===== config.mk =====
export PLATFORM = sky130hd
export DESIGN_NAME = uart_cmd_ctrl
export DESIGN_NICKNAME = d
export VERILOG_FILES = /design/src/rtl/uart_cmd_pkg.sv /design/src/rtl/timeout_counter.sv /design/src/rtl/uart_cmd_ctrl.sv
export SDC_FILE = /design/constraint.sdc
export NUM_CORES = 1
export LEC_CHECK = 0
export BUFFER_PORTS_ARGS = -buffer_cell sky130_fd_sc_hd__clkbuf_2
export CORE_AREA = 2 2 77 79
export CTS_BUF_LIST = sky130_fd_sc_hd__clkbuf_4 sky130_fd_sc_hd__clkbuf_8 sky130_fd_sc_hd__clkbuf_16
export CTS_CLUSTER_DIAMETER = 30
export CTS_CLUSTER_SIZE = 24
export DETAILED_ROUTE_END_ITERATION = 7
export DIE_AREA = 0 0 79 81
export GPL_ROUTABILITY_DRIVEN = 0
export HOLD_SLACK_MARGIN = 0.1
export PLACE_DENSITY = 0.71
export SLEW_MARGIN = 20
export SYNTH_ARGS = -nofsm -noshare
export SYNTH_HDL_FRONTEND = slang
export SYNTH_SLANG_ARGS = --single-unit

===== constraint.sdc =====
create_clock -name i_clk -period 3.9 [get_ports i_clk]
set_input_delay 0.585 -clock i_clk [delete_from_list [all_inputs] [get_ports i_clk]]
set_output_delay 0.585 -clock i_clk [all_outputs]
set_load 0.02 [all_outputs]

===== src/rtl/uart_cmd_pkg.sv =====
// Purpose: shared command/reply codes, FSM state encoding and counter sizing
//          helper for the UART command sequencer.
// Contents:
//   CMD_WR / CMD_RD          host command bytes ('W' / 'R')
//   RSP_OK / RSP_BAD / RSP_TMO  reply bytes ('K' / '?' / 'E')
//   state_e                  sequencer state encoding
//   cnt_width()              width of the shared timeout counter
package uart_cmd_pkg;

  localparam logic [7:0] CMD_WR  = 8'h57;
  localparam logic [7:0] CMD_RD  = 8'h52;
  localparam logic [7:0] RSP_OK  = 8'h4B;
  localparam logic [7:0] RSP_BAD = 8'h3F;
  localparam logic [7:0] RSP_TMO = 8'h45;

  typedef enum logic [2:0] {
    ST_IDLE     = 3'd0,
    ST_GET_ADDR = 3'd1,
    ST_GET_DATA = 3'd2,
    ST_BUS_WAIT = 3'd3,
    ST_SEND     = 3'd4
  } state_e;

  // Width able to hold max(a, b); never less than one bit.
  function automatic int unsigned cnt_width(input int unsigned a, input int unsigned b);
    int unsigned m;
    m = (a > b) ? a : b;
    if (m < 1) m = 1;
    return $clog2(m + 1);
  endfunction

endpackage


===== src/rtl/timeout_counter.sv =====
// Purpose: saturating up-counter of elapsed clocks with an expiry compare.
// Ports:
//   i_clk, i_rst     clock, synchronous active-high reset
//   i_load           load i_load_val this cycle (wins over i_en)
//   i_load_val       value loaded
//   i_en             count one clock; holds at all-ones instead of wrapping
//   i_limit          expiry threshold; 0 disables expiry
//   o_expired_c      combinational: count has reached i_limit
module timeout_counter #(
  parameter int unsigned Width = 8
) (
  input  logic             i_clk,
  input  logic             i_rst,
  input  logic             i_load,
  input  logic [Width-1:0] i_load_val,
  input  logic             i_en,
  input  logic [Width-1:0] i_limit,
  output logic             o_expired_c
);

  logic [Width-1:0] r_cnt;

  // Count register: load has priority, increment saturates.
  always_ff @(posedge i_clk) begin
    if (i_rst) begin
      r_cnt <= '0;
    end else if (i_load) begin
      r_cnt <= i_load_val;
    end else if (i_en && (r_cnt != {Width{1'b1}})) begin
      r_cnt <= r_cnt + Width'(1);
    end
  end

  assign o_expired_c = (i_limit != '0) && (r_cnt >= i_limit);

endmodule


===== src/rtl/uart_cmd_ctrl.sv =====
// Purpose: parses 'W' addr data / 'R' addr frames from a UART byte stream,
//          issues one register-bus access per frame and returns one reply byte.
// Ports:
//   i_clk, i_rst            clock, synchronous active-high reset
//   i_rx_valid, i_rx_byte   received byte strobe and value
//   o_tx_valid, o_tx_byte   reply byte, held until i_tx_ready
//   i_tx_ready              uart_tx can accept a byte
//   o_bus_wr, o_bus_rd      one-cycle access strobes
//   o_bus_addr, o_bus_wdata access address / write data
//   i_bus_rdata, i_bus_ack  read data and completion
//   o_overrun               byte dropped while busy (same-cycle pulse)
module uart_cmd_ctrl
  import uart_cmd_pkg::*;
#(
  parameter int unsigned FrameTimeout = 100_000,
  parameter int unsigned AckTimeout   = 255
) (
  input  logic       i_clk,
  input  logic       i_rst,
  input  logic       i_rx_valid,
  input  logic [7:0] i_rx_byte,
  output logic       o_tx_valid,
  output logic [7:0] o_tx_byte,
  input  logic       i_tx_ready,
  output logic       o_bus_wr,
  output logic       o_bus_rd,
  output logic [7:0] o_bus_addr,
  output logic [7:0] o_bus_wdata,
  input  logic [7:0] i_bus_rdata,
  input  logic       i_bus_ack,
  output logic       o_overrun
);

  localparam int unsigned CntW = cnt_width(FrameTimeout, AckTimeout);
  localparam logic [CntW-1:0] FrameLim = CntW'(FrameTimeout);
  localparam logic [CntW-1:0] AckLim   = CntW'(AckTimeout);

  state_e r_state;
  state_e w_next_state;

  logic       r_cmd_wr;
  logic       r_tx_valid;
  logic [7:0] r_tx_byte;
  logic       r_bus_wr;
  logic       r_bus_rd;
  logic [7:0] r_bus_addr;
  logic [7:0] r_bus_wdata;

  logic       w_cmd_wr;
  logic [7:0] w_tx_byte;
  logic       w_bus_wr;
  logic       w_bus_rd;
  logic [7:0] w_bus_addr;
  logic [7:0] w_bus_wdata;

  logic            w_cnt_load;
  logic [CntW-1:0] w_cnt_load_val;
  logic            w_cnt_en;
  logic [CntW-1:0] w_cnt_limit;
  logic            w_expired;
  logic            w_is_cmd;

  assign w_is_cmd = (i_rx_byte == CMD_WR) || (i_rx_byte == CMD_RD);

  // Single counter: inter-byte gap while collecting a frame, ack wait in BUS_WAIT.
  timeout_counter #(
    .Width (CntW)
  ) u_timeout (
    .i_clk       (i_clk),
    .i_rst       (i_rst),
    .i_load      (w_cnt_load),
    .i_load_val  (w_cnt_load_val),
    .i_en        (w_cnt_en),
    .i_limit     (w_cnt_limit),
    .o_expired_c (w_expired)
  );

  // State register.
  always_ff @(posedge i_clk) begin
    if (i_rst) begin
      r_state <= ST_IDLE;
    end else begin
      r_state <= w_next_state;
    end
  end

  // Next-state logic; a received byte always wins over a same-cycle timeout.
  always_comb begin
    w_next_state = r_state;
    unique case (r_state)
      ST_IDLE: begin
        if (i_rx_valid) w_next_state = w_is_cmd ? ST_GET_ADDR : ST_SEND;
      end
      ST_GET_ADDR: begin
        if (i_rx_valid)     w_next_state = r_cmd_wr ? ST_GET_DATA : ST_BUS_WAIT;
        else if (w_expired) w_next_state = ST_IDLE;
      end
      ST_GET_DATA: begin
        if (i_rx_valid)     w_next_state = ST_BUS_WAIT;
        else if (w_expired) w_next_state = ST_IDLE;
      end
      ST_BUS_WAIT: begin
        if (i_bus_ack || w_expired) w_next_state = ST_SEND;
      end
      ST_SEND: begin
        if (i_tx_ready) w_next_state = ST_IDLE;
      end
      default: w_next_state = ST_IDLE;
    endcase
  end

  // Output / datapath next values and counter control.
  // Gap counting starts at 1 on a byte so the count equals clocks since that byte;
  // ack counting starts at 0 in the strobe cycle.
  always_comb begin
    w_cmd_wr       = r_cmd_wr;
    w_tx_byte      = r_tx_byte;
    w_bus_wr       = 1'b0;
    w_bus_rd       = 1'b0;
    w_bus_addr     = r_bus_addr;
    w_bus_wdata    = r_bus_wdata;
    w_cnt_load     = 1'b0;
    w_cnt_load_val = CntW'(1);
    w_cnt_en       = 1'b0;
    w_cnt_limit    = (r_state == ST_BUS_WAIT) ? AckLim : FrameLim;
    unique case (r_state)
      ST_IDLE: begin
        if (i_rx_valid) begin
          w_cmd_wr   = (i_rx_byte == CMD_WR);
          w_cnt_load = 1'b1;
          if (!w_is_cmd) w_tx_byte = RSP_BAD;
        end
      end
      ST_GET_ADDR: begin
        w_cnt_en = 1'b1;
        if (i_rx_valid) begin
          w_bus_addr = i_rx_byte;
          w_cnt_load = 1'b1;
          if (!r_cmd_wr) begin
            w_bus_rd       = 1'b1;
            w_cnt_load_val = '0;
          end
        end
      end
      ST_GET_DATA: begin
        w_cnt_en = 1'b1;
        if (i_rx_valid) begin
          w_bus_wdata    = i_rx_byte;
          w_bus_wr       = 1'b1;
          w_cnt_load     = 1'b1;
          w_cnt_load_val = '0;
        end
      end
      ST_BUS_WAIT: begin
        w_cnt_en = 1'b1;
        if (i_bus_ack)      w_tx_byte = r_cmd_wr ? RSP_OK : i_bus_rdata;
        else if (w_expired) w_tx_byte = RSP_TMO;
      end
      ST_SEND: begin
      end
      default: begin
      end
    endcase
  end

  // Output and datapath registers.
  always_ff @(posedge i_clk) begin
    if (i_rst) begin
      r_cmd_wr    <= 1'b0;
      r_tx_valid  <= 1'b0;
      r_tx_byte   <= '0;
      r_bus_wr    <= 1'b0;
      r_bus_rd    <= 1'b0;
      r_bus_addr  <= '0;
      r_bus_wdata <= '0;
    end else begin
      r_cmd_wr    <= w_cmd_wr;
      r_tx_valid  <= (w_next_state == ST_SEND);
      r_tx_byte   <= w_tx_byte;
      r_bus_wr    <= w_bus_wr;
      r_bus_rd    <= w_bus_rd;
      r_bus_addr  <= w_bus_addr;
      r_bus_wdata <= w_bus_wdata;
    end
  end

  assign o_tx_valid  = r_tx_valid;
  assign o_tx_byte   = r_tx_byte;
  assign o_bus_wr    = r_bus_wr;
  assign o_bus_rd    = r_bus_rd;
  assign o_bus_addr  = r_bus_addr;
  assign o_bus_wdata = r_bus_wdata;

  // Drop notification must coincide with the dropped byte, so it is decoded here.
  assign o_overrun = i_rx_valid && !i_rst &&
                     ((r_state == ST_BUS_WAIT) || (r_state == ST_SEND));

endmodule


* Yosys cells after proc, flatten, opt, wreduce, memory -nomap -nowiden
Index checks and enable logic that the tools add are counted.
Storage, ports and cells: register bits after elaboration 48, latch bits 0, RAM bits 0, bits in read-only memories 0, input port bits 21, output and inout bits 28, memories kept 0
Cells by class: add/sub/neg operators 1, multipliers 0, divide/modulo/power cells 0, order comparisons 1, equality and inequality tests 11, shifts and indexed selects 0, muxes and demuxes 26, bitwise operators 3, reductions and logical operators 20
Operator list (count):
- $mux W17 | 3
- $mux W8 | 5
- $mux W3 | 7
- $add A17 B1 Y17 const B | 1
- $ge A17 B17 Y1 | 1
- $ne A17 B17 Y1 const B | 1
- $reduce_bool A17 Y1 | 1
- $eq A8 B7 Y1 const B | 2
- $pmux W8 S2 | 1
- $pmux W3 S5 | 1
- $reduce_or A3 Y1 | 3
- $mux W1 | 8
- $eq A3 B2 Y1 const B | 2
- $eq A3 B3 Y1 const B | 2
- $reduce_and A2 Y1 | 3
- $logic_and A1 B1 Y1 | 4
- $ne A2 B2 Y1 const B | 2
- $reduce_and A4 Y1 | 1
- $reduce_bool A2 Y1 | 2
- $eq A3 B1 Y1 const B | 1
- $logic_not A3 Y1 | 1
- $logic_or A1 B1 Y1 | 3
- $ne A3 B3 Y1 const B | 1
- $not A1 Y1 | 3
- 3 further kinds | 3

* Depth between registers and ports, before layout
Gate-level depths: netlist (run 1).
word-level depth 8, depth in mapped cells 10

* Hierarchy
A second synthesis (run 1) with hierarchy kept.
Unflattened totals: cells, all modules 340, area, all modules 2846.5 sq um
Modules (own cells, without submodules):
- timeout_counter | instances 1, cells each 182, area each 1466.4 sq um, seq. area each 340.3 sq um
- uart_cmd_ctrl | instances 1, cells each 158, area each 1380.1 sq um, seq. area each 620.6 sq um

* Worst setup path before layout (run 1)
OpenSTA, ideal clock, no wires.
path type register -> register, start register u_timeout.r_cnt[0], end register u_timeout.r_cnt[13], library setup time 0.128 ns, arrival time 2.128 ns, required time 3.772 ns, path slack 1.644 ns, stages on the path, launching flop included 11, cells stage by stage dfxtp_1 ha_1 nand2_1 or3_4 nor3_1 ha_1 o21ba_2 o2111ai_1 nor3_1 xnor2_1 nor2_1
On the way: cells in the longest elaborated chain, start to end 3, elaborated cells between the ends (all ways) 6, those cells by class add/sub (1); eq/ne (1); mux (2); reduce/logical (2)
Ends and longest elaborated chain:
- from (decl) | line timeout_counter.sv:21 | logic [Width-1:0] r_cnt;
- from (signal assigned) | line timeout_counter.sv:28 | r_cnt <= i_load_val;
- from (signal assigned) | line timeout_counter.sv:30 | r_cnt <= r_cnt + Width'(1);
- $add A17 B1 Y17 or $ne A17 B17 Y1 (tied branches) | line timeout_counter.sv:30, timeout_counter.sv:29
- $mux W17 or $logic_and A1 B1 Y1 (tied branches) | line timeout_counter.sv:29 | end else if (i_en && (r_cnt != {Width{1'b1}})) begin
- $mux W17 or $reduce_bool A2 Y1 (tied branches)
Several ways; a longest one is shown, not always the timed one. The select of a mux whose other input is x is not followed. A chain may end at the register's enable or synchronous reset.

* Worst setup path after layout (run 1)
start register r_state[1], end register r_tx_byte[0], in the netlist o_tx_byte[0]
On the way: cells in the longest elaborated chain, start to end 6, elaborated cells between the ends (all ways) 12, those cells by class order compare (1); eq/ne (4); mux (2); reduce/logical (5)
Ends and longest elaborated chain:
- from (decl) | line uart_cmd_ctrl.sv:38 | state_e r_state;
- from (signal assigned) | line uart_cmd_ctrl.sv:83 | r_state <= w_next_state;
- $eq A3 B2 Y1 | line uart_cmd_ctrl.sv:125, uart_cmd_ctrl.sv:126
- $mux W17 | line uart_cmd_ctrl.sv:125 | w_cnt_limit = (r_state == ST_BUS_WAIT) ? AckLim : FrameLim;
- $ge A17 B17 Y1 or $reduce_bool A17 Y1 (tied branches) | line timeout_counter.sv:34 | assign o_expired_c = (i_limit != '0) && (r_cnt >= i_limit);
- $logic_and A1 B1 Y1 | line timeout_counter.sv:34
- $ne A3 B3 Y1 (no line)
- $reduce_and A4 Y1 (no line)
- to (signal assigned) | line uart_cmd_ctrl.sv:179 | r_tx_byte <= w_tx_byte;
- to (decl) | line uart_cmd_ctrl.sv:43 | logic [7:0] r_tx_byte;
Several ways; a longest one is shown, not always the timed one.

==> results.sh, run 1 <==
export IMPL_drv_cap=0
export IMPL_fin_crit_ns=2.779
export IMPL_placed_area_sq_um=2704
export IMPL_yosys_area_top_type="dfxtp_1"
export IMPL_grt_usage=0.1758
export IMPL_required_ns=4.10
export IMPL_grt_pass1_vias=1885
export IMPL_cts_root_buffer="clkbuf_8"
export IMPL_antenna_found_initial=0
export IMPL_rr_worst_depth=8
export IMPL_synthCells=281
export IMPL_cts_tree="built"
export IMPL_start_util=0.4288
export IMPL_clock_sinks=48
export IMPL_reg2reg_slack_ns=1.12
export IMPL_drive_gt1_frac=0.2324
export IMPL_hold_violations=0
export IMPL_port_buffer_count=48
export IMPL_p_leak_nw=1.074
export IMPL_rows=28
export IMPL_n_fill_cell=573
export IMPL_cts_hold_buffers=0
export IMPL_synthArstFlopShare=0
export IMPL_r2r_end="o_tx_byte[0]"
export IMPL_fin_skew_ns=0.01259
export IMPL_setup_viol=0
export IMPL_drt_iter0_markers=167
export IMPL_critPathLaunchType="flip-flop"
export IMPL_cp_arrival_ns=2.98
export IMPL_detail_route_wl_per_cell_um=13.39
export IMPL_use_met1=0.2439
export IMPL_area_delta_synth_final_pct=16.76
export IMPL_io_pins=49
export IMPL_cts_resized=0
export IMPL_grt_max_degree=29
export IMPL_worstSetupPathType="flip-flop to flip-flop"
export IMPL_hold_class="flip-flop to flip-flop"
export IMPL_use_met3=0.03000
export IMPL_avgViaCountPerCell=5.271
export IMPL_drv_slew=0
export IMPL_postCtsSetupBuffers=0
export IMPL_p_per_area_nw_per_um2=391.0
export IMPL_hpwl_mm=3.962
export IMPL_synth_seq_cells=48
export IMPL_overflow=0
export IMPL_hold_path_end="o_bus_addr[1]"
export IMPL_yosysWarningCount=0
export IMPL_min_period_over_period=0.7125
export IMPL_drc_errors=0
export IMPL_fin_area_sq_um=2841
export IMPL_insertion_delay_ns=0.31
export IMPL_layout_nets=354
export IMPL_ys_types=50
export IMPL_finalSetupTns_ns=0
export IMPL_dr_pass1_iters=4
export IMPL_cts_buffers=5
export IMPL_antenna_left=0
export IMPL_syn_nets=309
export IMPL_coreArea_sq_um=5675
export IMPL_clkSlewWorstSetupHoldPaths_ns=0.10
export IMPL_fmax_mhz=359.9
export IMPL_synth_area_per_cell_sq_um=8.660
export IMPL_total_power_mw=1.111
export IMPL_rsz0062_at_grt="no"
export IMPL_gr_usage_met2=0.2814
export IMPL_worstHoldPathCells=2
export IMPL_syn_area_sq_um=2434
export IMPL_ys_flop_type="dfxtp_1"
export IMPL_status="completed"
export IMPL_multi_input_area_sq_um=1354
export IMPL_min_delay_start="o_bus_addr[1]"
export IMPL_r2r_start="r_state[1]"
export IMPL_hold_ws_ns=0.4591
export IMPL_yosys_top_cells_area="dfxtp_1 (39%), nand2_1 (7.7%), a21oi_1 (5.8%), ha_1 (3.6%), xnor2_1 (3.6%)"
export IMPL_cp_end_kind="flip-flop"
export IMPL_n_antenna_cell=0
export IMPL_cts_max_level=2
export IMPL_die_y_um=81
export IMPL_grt_pass1_wl_mm=9.101
export IMPL_busiest_layer="met2"
export IMPL_die_area_sq_um=6399
export IMPL_yosysSeqAreaShare=0.3949
export IMPL_worstMarginPinSlew_ns=0.6339
export IMPL_peakVddDrop_uv=184.3
export IMPL_synthDominantCellAreaShare=0.3949
export IMPL_clockBufferDepth=2
export IMPL_synth_edf_count=0
export IMPL_seqCellArea_sq_um=960.9
export IMPL_drt_wl_total_mm=5.382
export IMPL_worst_path_max_fanout=11
export IMPL_die_w_um=79
export IMPL_vias=2119
export IMPL_maxSlewHeadroom=0.5774
[Yosys cell counts, types with 2 or more instances]
cell type,count
a211oi_1,2
a21oi_1,28
a21oi_2,2
a221oi_2,4
a31oi_1,4
and3_1,3
and4_1,3
buf_6,3
clkbuf_1,6
dfxtp_1,48
ha_1,7
inv_1,13
mux2i_1,2
nand2_1,50
nand2b_1,4
nand3_1,5
nand4_1,5
nand4bb_1,2
nor2_1,22
nor2b_1,3
nor3_1,8
nor3b_1,2
nor4_1,2
nor4_4,2
o21ai_0,8
o21ai_1,3
o221a_1,2
or2_1,2
or3_1,3
xnor2_1,10
xor2_1,4
[placed cells by master, fill, tap and decap left out, drive strengths merged, types with 2 or more instances in the layout]
| cell type | synthesis | layout |
|---|---|---|
| clkbuf | 6 | 53 |
| nand2 | 50 | 50 |
| dfxtp | 48 | 48 |
| a21oi | 30 | 30 |
| nor2 | 22 | 22 |
| inv | 14 | 15 |
| o21ai | 11 | 11 |
| xnor2 | 10 | 10 |
| nor3 | 9 | 9 |
| ha | 7 | 7 |
| nand3 | 6 | 6 |
| nand4 | 5 | 5 |
| nor4 | 5 | 5 |
| a31oi | 4 | 4 |
| nand2b | 4 | 4 |
| xor2 | 4 | 4 |
| a221oi | 4 | 4 |
| or3 | 4 | 4 |
| nor2b | 3 | 3 |
| and3 | 3 | 3 |
| and4 | 3 | 3 |
| nor3b | 2 | 2 |
| mux2i | 2 | 2 |
| nand4bb | 2 | 2 |
| a211oi | 2 | 2 |
| o221a | 2 | 2 |
| or2 | 2 | 2 |
| bufinv | 0 | 2 |
| o2111ai | 2 | 2 |
[kinds of logic (layout without fill, tap and decap cells)]
kind of cell | after synthesis | after routing | synth area share
AND/OR/NAND/NOR | 124 | 124 | 0.2751
flip-flops | 48 | 48 | 0.3949
XOR/XNOR | 14 | 14 | 0.05038
buffers and inverters | 24 | 70 | 0.04885
adder cells (fa/ha/maj) | 7 | 7 | 0.03599
AO/OA/AOI/OAI | 62 | 62 | 0.1866
multiplexers | 2 | 2 | 0.008227
[state kept, by name, summed over array words and instances (netlist names)]
name / count
u_timeout.r_cnt: 17
o_bus_addr: 8
o_bus_wdata: 8
o_tx_byte: 8
r_state: 3
o_bus_rd: 1
o_bus_wr: 1
o_tx_valid: 1
r_cmd_wr: 1
[critical path, stage by stage, from the launching register on]
cell and delay [ns]:
dfxtp_1 0.57, and3b_1 0.42, inv_4 0.13, ha_1 0.33
a211oi_1 0.28, o2111ai_2 0.20, o2bb2ai_4 0.29, a31oi_1 0.17
o221a_1 0.28
[final cells by class]
class,instances,share of cell area
multi-input combinational,209,0.4764
sequential,48,0.3382
timing repair buffer,48,0.08454
tap,75,0.03303
clock buffer,5,0.02422
clock inverter,3,0.02422
inverter,14,0.01937
[per-stage QoR]
stage          instances  utilization  setup slack (ns)
2_1_floorplan        281            -             1.644
3_3_place_gp         394       0.4764             1.192
3_5_place_dp         394       0.4764             1.159
4_1_cts              402       0.5007             1.133
5_1_grt              402       0.5007            0.9298
6_report             402       0.5007             1.121
[worst max path at each step]
stage,start,end,slack (ns),cells after the start
2_1_floorplan,u_timeout.r_cnt[0],u_timeout.r_cnt[13],1.64,10
3_3_place_gp,r_state[1],o_tx_byte[2],1.19,8
3_5_place_dp,r_state[1],o_tx_byte[0],1.16,8
4_1_cts,r_state[1],o_tx_byte[0],1.13,8
5_1_grt,r_state[1],o_tx_byte[2],0.93,8
6_report,r_state[1],o_tx_byte[0],1.12,8
[report_power, final]
part,switching (mW),internal (mW),total (mW)
clock network,0.179,0.258,0.437
logic,0.0902,0.0572,0.147
registers,0.0180,0.509,0.527
total,0.287,0.824,1.11
[per-layer routing]
| layer | share of wire | vias to the layer above |
|---|---|---|
| li1 | - | 1083 |
| met1 | 0.47 | 977 |
| met2 | 0.47 | 54 |
| met3 | 0.051 | 5 |
| met4 | 0.013 | 0 |
| met5 | 0 | - |
No activity file was read; power rests on OpenSTA's default activity.
==> run 2, diff against run 1 <==
==> constraint.sdc (replaced) <==
create_clock -name i_clk -period 2.65 [get_ports i_clk]
set_input_delay 0.3975 -clock i_clk [delete_from_list [all_inputs] [get_ports i_clk]]
set_output_delay 0.3975 -clock i_clk [all_outputs]
set_load 0.02 [all_outputs]
==> run 2 against run 1 <==
Clock-buffer cell count is the same. Flip-flop and latch count is the same. Critical path depth grew 2. Non-clock buffer count grew 14. Sequential share of layout area shrank 1.0 points. Maximum frequency grew 13%. First-iteration DRC count shrank 39%. Via count grew 3.7%. Critical path type unchanged. Critical endpoint is now u_timeout.r_cnt[15]. Largest cell class unchanged. Largest power group unchanged.
==> results.sh, run 2 (same netlist as run 1, synthesis figures left out) <==
export IMPL_vias=2197
export IMPL_fmax_mhz=408.1
export IMPL_worstSetupPathType="flip-flop to flip-flop"
export IMPL_die_y_um=81
export IMPL_dr_pass1_iters=4
export IMPL_hpwl_mm=4.189
export IMPL_start_util=0.4288
export IMPL_cts_hold_buffers=0
export IMPL_critPathLaunchType="flip-flop"
export IMPL_fin_crit_ns=2.450
export IMPL_clock_sinks=48
export IMPL_avgViaCountPerCell=5.281
export IMPL_hold_violations=0
export IMPL_cp_slowest_stage_delay_ns=0.40
export IMPL_drt_iter0_markers=102
export IMPL_largest_reg_flops=17
export IMPL_p_per_area_nw_per_um2=531.3
export IMPL_coreArea_sq_um=5675
export IMPL_min_delay_start="i_rx_byte[5]"
export IMPL_detail_route_wl_per_cell_um=13.78
export IMPL_finalSetupTns_ns=0
export IMPL_cp_arrival_ns=2.62
export IMPL_grt_pass1_vias=1984
export IMPL_cts_tree="built"
export IMPL_cts_root_buffer="clkbuf_8"
export IMPL_cp_end_kind="flip-flop"
export IMPL_hold_ws_ns=0.3229
export IMPL_worstSetupStartpoint="u_timeout.r_cnt[0]"
export IMPL_n_fill_cell=573
export IMPL_grt_usage=0.1831
export IMPL_port_buffer_count=48
export IMPL_die_w_um=79
export IMPL_drc_errors=0
export IMPL_grt_max_degree=23
export IMPL_use_met1=0.2420
export IMPL_worstPathCellList="ha_1 > nand2_1 > or3_4 > nor3_1 > ha_1 > o21ba_2 > o2111ai_2 > nor3_1 > xnor2_1 > nor2_1"
export IMPL_setup_viol=0
export IMPL_clkSlewWorstSetupHoldPaths_ns=0.10
export IMPL_cts_max_level=2
export IMPL_use_met3=0.03778
export IMPL_busiest_layer="met2"
export IMPL_multi_input_area_sq_um=1360
export IMPL_io_pins=49
export IMPL_drt_wl_total_mm=5.734
export IMPL_worstMarginPinSlew_ns=0.5927
export IMPL_postCtsSetupBuffers=0
export IMPL_rows=28
export IMPL_drive_gt1_frac=0.2669
export IMPL_die_area_sq_um=6399
export IMPL_p_leak_nw=1.133
export IMPL_antenna_left=0
export IMPL_hold_class="input pin to flip-flop"
export IMPL_r2r_start="u_timeout.r_cnt[0]"
export IMPL_drv_slew=0
export IMPL_worstHoldPathCells=3
export IMPL_n_antenna_cell=0
export IMPL_overflow=0
export IMPL_clockBufferDepth=2
export IMPL_antenna_found_initial=0
export IMPL_layout_nets=368
export IMPL_required_ns=2.82
export IMPL_peakVddDrop_uv=317.5
export IMPL_gr_usage_met2=0.3000
export IMPL_grt_pass1_wl_mm=9.425
export IMPL_maxSlewHeadroom=0.6034
export IMPL_drv_cap=0
export IMPL_status="completed"
export IMPL_cts_buffers=5
export IMPL_area_delta_synth_final_pct=20.41
export IMPL_mostFrequentLayoutCell="nand2_1"
export IMPL_regMostFlops="u_timeout.r_cnt"
export IMPL_seqCellArea_sq_um=960.9
export IMPL_rr_worst_depth=10
export IMPL_cts_resized=0
export IMPL_rsz0062_at_grt="no"
export IMPL_fin_skew_ns=0.01336
export IMPL_final_util=0.5163
export IMPL_reg2reg_slack_ns=0.20
export IMPL_insertion_delay_ns=0.31
export IMPL_cp_slowest_cell="dfxtp_1"
export IMPL_layout_common_cells="nand2_1 (50), clkbuf_2 (48), dfxtp_1 (48)"
export IMPL_min_period_over_period=0.9246
export IMPL_worst_path_max_fanout=5
[run 2: worst paths after layout]
| check | to |
|---|---|
| hold / removal | o_bus_addr[5] |
| setup / recovery | u_timeout.r_cnt[15] |
| setup reg to reg | u_timeout.r_cnt[15] |
| hold reg to reg | o_bus_wdata[5] |
[run 2: critical path, delay by kind of cell, from the launching register on]
| kind | cells | cell delay, ns |
|---|---|---|
| AND/OR/NAND/NOR | 5 | 0.80 |
| adder cells (fa/ha/maj) | 2 | 0.48 |
| AO/OA/AOI/OAI | 2 | 0.49 |
| flip-flops | 1 | 0.40 |
| XOR/XNOR | 1 | 0.14 |
[run 2: metrics by stage]
step | instances | total power, mW | cell area [sq um] | worst slack [ns]
2_1_floorplan | 281 | 0.9484 | 2434 | 0.3942
5_1_grt | 416 | 1.624 | 2930 | 0.03259
3_5_place_dp | 408 | 1.022 | 2809 | 0.1612
6_report | 416 | 1.557 | 2930 | 0.1998
4_1_cts | 416 | 1.566 | 2924 | 0.1443
3_3_place_gp | 408 | 1.018 | 2809 | 0.2343
[run 2: layout make-up]
cell class                      count  share of cell area
Tap cell                           75             0.03202
Clock inverter                      3             0.01580
Sequential cell                    48              0.3279
Multi-Input combinational cell    209              0.4641
Inverter                           14             0.01879
Clock buffer                        5             0.02348
Timing Repair Buffer               62              0.1178
[run 2: routing by layer]
metal  routed length [um]  part of all wire
met5                    0                 0
met3                  306             0.053
met4                   67             0.012
met2                 2769              0.48
met1                 2591              0.45
[run 2: report_power, final]
group | switching, mW | internal [mW]
sequential | 0.0139 | 0.749
clock | 0.265 | 0.285
combinational | 0.151 | 0.0938
total | 0.430 | 1.13
==> run 3, diff against run 2 <==
--- a/config.mk
+++ b/config.mk
@@ -13,9 +13,10 @@
 export DETAILED_ROUTE_END_ITERATION = 7
 export DIE_AREA = 0 0 79 81
 export GPL_ROUTABILITY_DRIVEN = 0
+export GPL_TIMING_DRIVEN = 0
 export HOLD_SLACK_MARGIN = 0.1
 export PLACE_DENSITY = 0.71
-export SLEW_MARGIN = 20
+export SLEW_MARGIN = 40
 export SYNTH_ARGS = -nofsm -noshare
 export SYNTH_HDL_FRONTEND = slang
 export SYNTH_SLANG_ARGS = --single-unit
==> run 3 against run 2 <==
Power is 5.2% lower. Core utilization is 0.84 points lower. Cell area is 1.6% lower. Clock-buffer cell count is 1 higher.
==> results.sh, run 3 (same netlist as run 1, synthesis figures left out) <==
export IMPL_layout_common_cells="nand2_1 (50), dfxtp_1 (48), clkbuf_2 (47)"
export IMPL_dr_pass1_iters=4
export IMPL_drt_wl_total_mm=5.543
export IMPL_cts_root_buffer="clkbuf_8"
export IMPL_vias=2149
export IMPL_cts_max_level=2
export IMPL_antenna_left=0
export IMPL_avgViaCountPerCell=5.216
export IMPL_cp_arrival_ns=2.70
export IMPL_die_w_um=79
export IMPL_cts_hold_buffers=0
export IMPL_worstSetupPathType="flip-flop to flip-flop"
export IMPL_start_util=0.4288
export IMPL_worstMarginPinSlew_ns=0.5410
export IMPL_min_period_over_period=0.9465
export IMPL_grt_usage=0.1815
export IMPL_rsz0062_at_grt="yes"
export IMPL_n_antenna_cell=0
export IMPL_drive_gt1_frac=0.2463
export IMPL_cp_end_kind="flip-flop"
export IMPL_total_power_mw=1.477
export IMPL_coreArea_sq_um=5675
export IMPL_grt_pass1_wl_mm=9.301
export IMPL_layout_nets=364
export IMPL_peakVddDrop_uv=293.7
export IMPL_detail_route_wl_per_cell_um=13.45
export IMPL_insertion_delay_ns=0.30
export IMPL_area_delta_synth_final_pct=18.46
export IMPL_hold_class="input pin to flip-flop"
export IMPL_die_y_um=81
export IMPL_required_ns=2.84
export IMPL_critPathLaunchType="flip-flop"
export IMPL_cts_buffers=5
export IMPL_seqCellArea_sq_um=960.9
export IMPL_io_pins=49
export IMPL_drt_iter0_markers=156
export IMPL_finalSetupTns_ns=0
export IMPL_multi_input_area_sq_um=1369
export IMPL_grt_pass1_vias=2052
export IMPL_fmax_mhz=398.7
export IMPL_grt_max_degree=16
export IMPL_combPwrFrac=0.166
export IMPL_cts_tree="built"
export IMPL_p_per_area_nw_per_um2=512.3
export IMPL_clock_sinks=48
export IMPL_status="completed"
export IMPL_fin_crit_ns=2.508
export IMPL_pwr_share_clk=0.316
export IMPL_clkSlewWorstSetupHoldPaths_ns=0.10
export IMPL_port_buffer_count=47
export IMPL_mostFrequentLayoutCell="nand2_1"
export IMPL_hold_violations=0
export IMPL_drc_errors=0
export IMPL_clockBufferDepth=2
export IMPL_fin_skew_ns=0.01044
export IMPL_drv_cap=0
export IMPL_seq_power_share=0.519
export IMPL_p_leak_nw=1.082
export IMPL_drv_slew=0
export IMPL_n_fill_cell=555
export IMPL_die_area_sq_um=6399
export IMPL_hold_ws_ns=0.3250
export IMPL_swShare=0.2864
export IMPL_maxSlewHeadroom=0.6393
export IMPL_p_sw_mw=0.4229
export IMPL_antenna_found_initial=0
export IMPL_overflow=0
export IMPL_worst_path_max_fanout=7
export IMPL_setup_viol=0
export IMPL_intPower_mw=1.054
export IMPL_largest_reg_flops=17
export IMPL_regMostFlops="u_timeout.r_cnt"
export IMPL_rows=28
export IMPL_hpwl_mm=4.050
## run 3: metrics by stage
stage	utilization	worst slack (ns)	cells	instance area (sq um)
detailed placement	0.4868	0.006827	403	2763
global placement	0.4868	0.02724	403	2763
floorplan	-	0.3942	281	2434
finish	0.5079	0.1419	412	2883
global route	0.5079	-0.02634	412	2883
CTS	0.5046	0.03226	411	2864
## run 3: what timing repair did
| item | CTS | global route |
|---|---|---|
| buffers inserted | 0 | 1 |
| cloned | 0 | 0 |
| resized for setup | 1 | 2 |
| setup endpoints to repair | 4 | 9 |
| hold endpoints to repair | 0 | 0 |
| pin swaps | 0 | 1 |
## run 3: worst max-delay path, stage by stage, from the launching register on
cell	delay [ns]
dfxtp_1	0.44
ha_1	0.24
nand2_1	0.11
or3_4	0.37
nor3_1	0.18
ha_1	0.25
o21ba_2	0.20
o21ai_2	0.31
nor3b_1	0.11
xnor2_1	0.15
nor2_1	0.05
## run 3: power by group through the flow
stage          Combinational [mW]  Clock (mW)  Sequential (mW)
6_report                    0.245       0.466            0.766
4_1_cts                     0.244       0.481            0.766
3_5_place_dp                0.241           0            0.783
2_1_floorplan               0.144           0            0.804
3_3_place_gp                0.237           0            0.782
5_1_grt                     0.272       0.506            0.769
## run 3: layer usage
| layer | wire [um] | up-vias | global-route usage |
|---|---|---|---|
| met5 | 0 | - | 0 |
| met4 | 64 | 0 | 0.06897 |
| met3 | 245 | 6 | 0.03111 |
| met2 | 2706 | 60 | 0.3059 |
| met1 | 2526 | 989 | 0.2334 |
| li1 | - | 1094 | - |
## run 3: cell type report
class	count	area share
multi-input combinational	209	0.4748
sequential	48	0.3333
timing repair buffer	48	0.08420
tap	75	0.03255
clock buffer	6	0.02865
buffer	10	0.02214
inverter	14	0.01910
clock inverter	2	0.005208
## run 3: final timing paths
kind                           start                  to  slack (ns)  cells past startpoint
setup / recovery  u_timeout.r_cnt[0]  u_timeout.r_cnt[5]        0.14                     10
hold / removal          i_rx_byte[3]       o_bus_addr[3]        0.33                      3
setup reg to reg  u_timeout.r_cnt[0]  u_timeout.r_cnt[5]        0.14                     10
hold reg to reg        o_bus_addr[2]       o_bus_addr[2]        0.46                      2
